**src/rtl/instr_encoder.sv**
```systemverilog
// RV32I field-bundle encoder with an output FIFO that streams words into instruction memory.
// Optional build macro ENC_CHECK_EN drops illegal bundles and raises a sticky err flag.
module instr_encoder #(
    parameter int unsigned           DEPTH      = 4,
    parameter int unsigned           ADDR_WIDTH = 32,
    parameter logic [ADDR_WIDTH-1:0] BASE_ADDR  = '0
) (
    input  logic                  clk,
    input  logic                  rst,
    input  logic                  in_valid,
    output logic                  in_ready,
    input  logic [2:0]            in_kind,
    input  logic [4:0]            in_rd,
    input  logic [4:0]            in_rs1,
    input  logic [4:0]            in_rs2,
    input  logic [2:0]            in_func3,
    input  logic                  in_alt,
    input  logic [12:0]           in_imm,
    output logic                  mem_we,
    input  logic                  mem_ready,
    output logic [ADDR_WIDTH-1:0] mem_addr,
    output logic [31:0]           mem_wdata,
    output logic [15:0]           words_written,
    output logic                  err
);

    localparam int unsigned PtrW = (DEPTH > 1) ? $clog2(DEPTH) : 1;
    localparam int unsigned CntW = PtrW + 1;

    logic [31:0]           fifo_q [DEPTH];
    logic [PtrW-1:0]       wr_ptr_q, rd_ptr_q;
    logic [CntW-1:0]       count_q;
    logic [ADDR_WIDTH-1:0] addr_q;
    logic [15:0]           words_q;
    logic [31:0]           enc_word;
    logic                  legal, accept, push, pop;

    always_comb begin
        // Kinds 5-7 fall through to the I-ALU encoding.
        enc_word = {in_imm[11:0], in_rs1, in_func3, in_rd, 7'b0010011};
        case (in_kind)
            3'd0: enc_word = {(in_alt ? 7'b0100000 : 7'b0000000), in_rs2, in_rs1, in_func3,
                              in_rd, 7'b0110011};
            3'd2: enc_word = {in_imm[11:0], in_rs1, in_func3, in_rd, 7'b0000011};
            3'd3: enc_word = {in_imm[11:5], in_rs2, in_rs1, in_func3, in_imm[4:0], 7'b0100011};
            3'd4: enc_word = {in_imm[12], in_imm[10:5], in_rs2, in_rs1, in_func3, in_imm[4:1],
                              in_imm[11], 7'b1100011};
            default: ;
        endcase
    end

`ifdef ENC_CHECK_EN
    logic err_q;

    assign legal = (in_kind <= 3'd4) && !((in_kind == 3'd4) && in_imm[0]);
    assign err   = err_q;

    always_ff @(posedge clk) begin
        if (rst) begin
            err_q <= 1'b0;
        end else if (accept && !legal) begin
            err_q <= 1'b1;
        end
    end
`else
    logic unused_imm0;

    assign legal       = 1'b1;
    assign err         = 1'b0;
    assign unused_imm0 = in_imm[0];
`endif

    assign in_ready      = (count_q < CntW'(DEPTH));
    assign accept        = in_valid && in_ready;
    assign push          = accept && legal;
    assign mem_we        = (count_q != '0);
    assign pop           = mem_we && mem_ready;
    assign mem_addr      = addr_q;
    assign words_written = words_q;
    assign mem_wdata     = mem_we ? fifo_q[rd_ptr_q] : 32'h0;

    always_ff @(posedge clk) begin
        if (push) begin
            fifo_q[wr_ptr_q] <= enc_word;
        end
    end

    always_ff @(posedge clk) begin
        if (rst) begin
            wr_ptr_q <= '0;
            rd_ptr_q <= '0;
            count_q  <= '0;
            addr_q   <= BASE_ADDR;
            words_q  <= '0;
        end else begin
            if (push) begin
                wr_ptr_q <= wr_ptr_q + PtrW'(1);
            end
            if (pop) begin
                rd_ptr_q <= rd_ptr_q + PtrW'(1);
                addr_q   <= addr_q + ADDR_WIDTH'(4);
                words_q  <= words_q + 16'd1;
            end
            case ({push, pop})
                2'b10:   count_q <= count_q + CntW'(1);
                2'b01:   count_q <= count_q - CntW'(1);
                default: ;
            endcase
        end
    end

endmodule
```
**config.mk**
```make
export PLATFORM = sky130hd
export DESIGN_NAME = instr_encoder
export DESIGN_NICKNAME = d
export VERILOG_FILES = /design/src/rtl/instr_encoder.sv
export SDC_FILE = /design/constraint.sdc
export NUM_CORES = 1
export LEC_CHECK = 0
export CAP_MARGIN = 40
export CORE_ASPECT_RATIO = 0.5
export CORE_MARGIN = 2
export CORE_UTILIZATION = 35
export CTS_CLUSTER_DIAMETER = 150
export CTS_CLUSTER_SIZE = 24
export DETAILED_ROUTE_END_ITERATION = 6
export PLACE_DENSITY = 0.61
export SETUP_SLACK_MARGIN = 0.3
export SYNTH_ARGS = -nofsm -noshare
export SYNTH_HDL_FRONTEND = slang
export SYNTH_SLANG_ARGS = --single-unit
```
**constraint.sdc**
```tcl
create_clock -name clk -period 2.67 [get_ports clk]
set_clock_uncertainty 0.15 [all_clocks]
set_input_delay 0.267 -clock clk [delete_from_list [all_inputs] [get_ports clk]]
set_output_delay 0.267 -clock clk [all_outputs]
set_load 0.05 [all_outputs]
```
Yosys cells after proc, flatten, opt, wreduce, memory -nomap -nowiden:

Memories as Yosys holds them, arrays and structs flattened. A register that Yosys moved wholly into a read port is not among the register bits.
Cells that the tools add are included.
Widths: inputs -> output; s select.

* register bits: 55
* bits in writable memories: 128
* input bits: 39
* output and inout bits: 83
* logic and storage cells: 31
* memories: 1

Memory list
* fifo_q: depth 4, bits a word 32, rd ports 1, clocked after memory_dff 1, wr ports 1, RTL line 30 `logic [31:0] fifo_q [DEPTH];`

* add/subtract/negate cells: 6
* order comparisons: 1
* eq/ne operators: 5
* mux-type cells: 8
* reduce and logical (&&, ||, !) cells: 5

Operators with widths (count)
* $pmux 32 s4: 1
* $add 32x3->32 const B: 1
* $mux 32: 1
* $add 16x1->16 const B: 1
* $eq 3x2->1 const B: 2
* $mux 6: 1
* $pmux 3 s2: 1
* $add 2x1->2 const B: 2
* $mux 2: 2
* $add 3x1->3 const B: 1
* $eq 3x3->1 const B: 1
* $logic_not 3->1: 1
* $lt 3x3->1 const B: 1
* $reduce_bool 3->1: 1
* $sub 3x1->3 const B: 1
* $eq 2x1->1 const B: 1
* $eq 2x2->1 const B: 1
* $logic_and 1x1->1: 2
* $mux 1: 2
* $reduce_bool 2->1: 1

Logic depth before layout (Yosys ltp):

* depth in word-level cells: 4
* gate-level depth with buffers: 9
* gate-level depth less buffers: 8

Worst setup path before layout:

No wires, ideal clock.

* path kind: reg2reg
* from: reg addr_q[2], in the netlist mem_addr[2]
* to: reg addr_q[16], in the netlist mem_addr[16]
* library setup time: 70 ps
* data arrival time: 2149 ps
* data required time: 2450 ps
* path slack: 301 ps
* cell stages (with the launch flop): 7
* clock period less this slack: 2369 ps
* path through: dfxtp_1 ha_1 o311ai_1 or3_1 buf_2 or4_1 a21oi_1

* word-level cells in the longest chain between the ends: 1

RTL lines
* from (decl): RTL line 33 `logic [ADDR_WIDTH-1:0] addr_q;`
* from (signal assigned): RTL line 101 `addr_q <= addr_q + ADDR_WIDTH'(4);`
* $add 32x3->32: RTL line 101

Every way passes these cells.
A chain may end at the register's enable or synchronous reset.

==> flow_summary.ini <==
[power]
total_power_w = 0.009843
p_leak_nw = 3.163
peakVddDrop_mv = 0.4756
pwr_density_cell_nw_per_um2 = 1015

[clocking]
clock_latency_ps = 430
path_clk_slew_ps = 60
cts-root-buf = clkbuf_16
cts_tree = yes
cts_max_level = 4
clock-sinks = 167
clockBufferDepth = 2
cts_buffers = 17

[sta]
min_period_ps = 2276
timing.final.crit_share_pct = 85.26
rsz0062_at_grt = no
fin_setup_tns_ps = 0
worstMarginPinSlew_ps = 751.9
setup_viol = 0
slew_headroom_pct = 49.41
fmax_ghz = 0.4393
finalHoldViolCount = 0
maxSlewViolCount = 0

[synth]
synth_seq_area_share_pct = 62.11
synth-simple-area-share_pct = 13.56
ys_ff_latch = 167
synth_compound_area_share_pct = 6.858
synth_area_um2 = 7188
synthMuxAreaShare_pct = 10.18
yosysWarnings = 0
yosysMostFrequentCell = edfxtp_1
synthArstFlopShare_pct = 0
avgSynthCellArea_um2 = 13.44
synth-edff-count = 112
synthTopCellsByCount = edfxtp_1, dfxtp_1, nor2b_1
synth-xor-area-share_pct = 2.681
yosysTopAreaCell = edfxtp_1
synthFlopType = edfxtp_1
synth_top_family_by_area = simple AND/OR/NAND/NOR gates
yosysTopAreaCellShare_pct = 46.79
synthAdderAreaFrac_pct = 1.497
synthCells = 535
synth_cell_types = 44
yosys-top-cells-area = edfxtp_1, dfxtp_1, mux4_2

[finish]
drive_above_1_share_pct = 20.88
nNetsFinal = 719
post-route-util_pct = 49.05
syn2layout_area_growth_pct = 34.93
antenna_cells = 0

[job]
cap_violations = 0

[detailed_routing]
dr_wl_met3_um = 666
routed_wirelength_mm = 16.14
drcViolationCount = 0
wl_per_cell_um = 16.97
vias = 4866
via_per_inst = 5.117
first_pass_iters = 5
met1Wirelength_mm = 7.446
ant_nets = 0
wl_met2_mm = 7.812
routed.top_layer = met4
drt_first_iter_violations = 303

[worst_hold_path]
whs_path_depth = 2
hp-start = rst
holdPathEnd = words_written[2]
hold_path_class = primary input to register

[critical_path]
cp_cell_sequence = buf_4 -> mux4_2 -> nor2b_1 -> buf_12
cp-end-kind = output port
worst-r2r-cell-count = 4
path_class = register to output port
worstReg2RegStart = mem_addr[9]
required_ps = 2250
slowest_stage = mux4_2
path_max_fanout = 6
r2r_setup_slack_ps = 460
worst_r2r_endpoint = mem_addr[31]
cp-start-kind = register
slowest_delay_ps = 530
crit_arrival_ps = 1860

[die]
die_w_um = 206.7
initial_utilization_pct = 36.35
die_area_um2 = 21770
core.rowCount = 36
die_y_um = 105.3
core_um2 = 19770
pin_count = 122

[global_route]
grt_usage_pct = 15.42
grt_first_pass_wirelength_mm = 25.47
antenna_found_initial = 0
grt_max_degree = 36
grt.overflow.total = 0
grt_pass1_vias = 4648

[placement]
dp_hpwl_mm = 10.82
routabilityCongestion = 0.8192
portBuffers = 116

[status]
status = finished clean
-- final cells by class --
cell class / instances / area, µm²
Fill cell: 1736 / 10070
Sequential cell: 167 / 4468
Multi-Input combinational cell: 322 / 2545
Timing Repair Buffer: 147 / 1719
Clock buffer: 17 / 425.4
Tap cell: 266 / 332.8
Clock inverter: 15 / 145.1
Inverter: 17 / 63.81
-- worst max path at each step --
stage                     start             to  slack, ps  cells after the start
floorplan           mem_addr[2]   mem_addr[16]        300                      6
global placement      mem_ready   mem_addr[27]        190                      5
detailed placement    mem_ready   mem_addr[27]        140                      5
CTS                    register   mem_wdata[5]        340                      4
global route         count_q[0]  mem_wdata[31]        320                      5
finish                 register   mem_wdata[7]        390                      4
-- sequential cells by signal (all words and copies together) (netlist names), named ones only --
name           cells
wr_ptr_q           2
words_written     16
count_q            3
mem_addr          30
fifo_q           112
rd_ptr_q           2
-- layout by cell type, fill, tap and decap left out, types with 3 or more instances in the layout --
master           synthesis  final
xnor2_1                 15     15
a21oi_1                 30     30
nor3_1                   6      5
conb_1                   1      5
ha_1                     7      7
clkbuf_16                0     17
buf_4                    7     28
nor2_1                  31     31
nor2b_1                 38     38
or4_1                   14     14
or3_1                   12     10
dfxtp_1                 55     54
and3_1                   3      3
clkinvlp_4               0      4
o21ai_0                 10     10
nand3_1                 15     15
nor4_1                   6      6
mux2_2                   8      8
o22ai_1                  4      4
buf_12                   0     32
mux4_2                  28     28
xor2_1                   7      7
nand2_1                 18     18
edfxtp_1               112    112
inv_1                   16     16
clkdlybuf4s50_1          0     84
and2_1                   4      4
nor4b_1                  3      3
a22oi_1                 10     10
inv_6                    0      5
nand4_1                 13     13
a31o_2                   6      6
and4_1                   3      3
o31ai_1                 13     12
-- layer usage --
metal	vias up	global-route usage (%)
li1	2315	-
met1	2426	21.38
met2	107	23.98
met3	18	3.061
met4	0	5.714
met5	-	0
-- critical path, delay by kind of cell (launching register included) --
| kind | cells | cell delay, ps |
|---|---|---|
| buffers and inverters | 2 | 340 |
| DFF | 1 | 390 |
| muxes | 1 | 530 |
| and+or+nand+nor | 1 | 180 |
-- where the power goes --
part / total [W] / internal, W / switching (W)
registers: 0.00319 / 0.00306 / 0.000130
clock network: 0.00238 / 0.00130 / 0.00108
logic: 0.00428 / 0.00193 / 0.00235
-- through the flow --
step	instances	setup WS (ps)	cell area (µm²)	hold slack, ps
final	951	393.7	9699	208.6
after global routing	951	315.4	9699	226.4
after CTS	950	342.1	9683	193.4
after detailed placement	917	136.0	9087	334.3
after global placement	916	193.1	9080	318.7
after floorplan	539	300.8	7203	215.9
-- repair_timing --
action | 4_1_cts | 5_1_grt
setup buffers | 1 | 1
pin swaps | 0 | 1
endpoints found under the setup margin | 26 | 23
resized for setup | 4 | 2
hold buffers | 0 | 0
cloned | 0 | 0
-- kinds of logic after synthesis --
logic type      after synthesis
buf+inv                      50
fa+ha+maj                     8
simple gates                172
mux                          37
compound gates               78
other cells                   1
flops                       167
xor+xnor                     22
No activity file was read; power rests on OpenSTA's default activity.
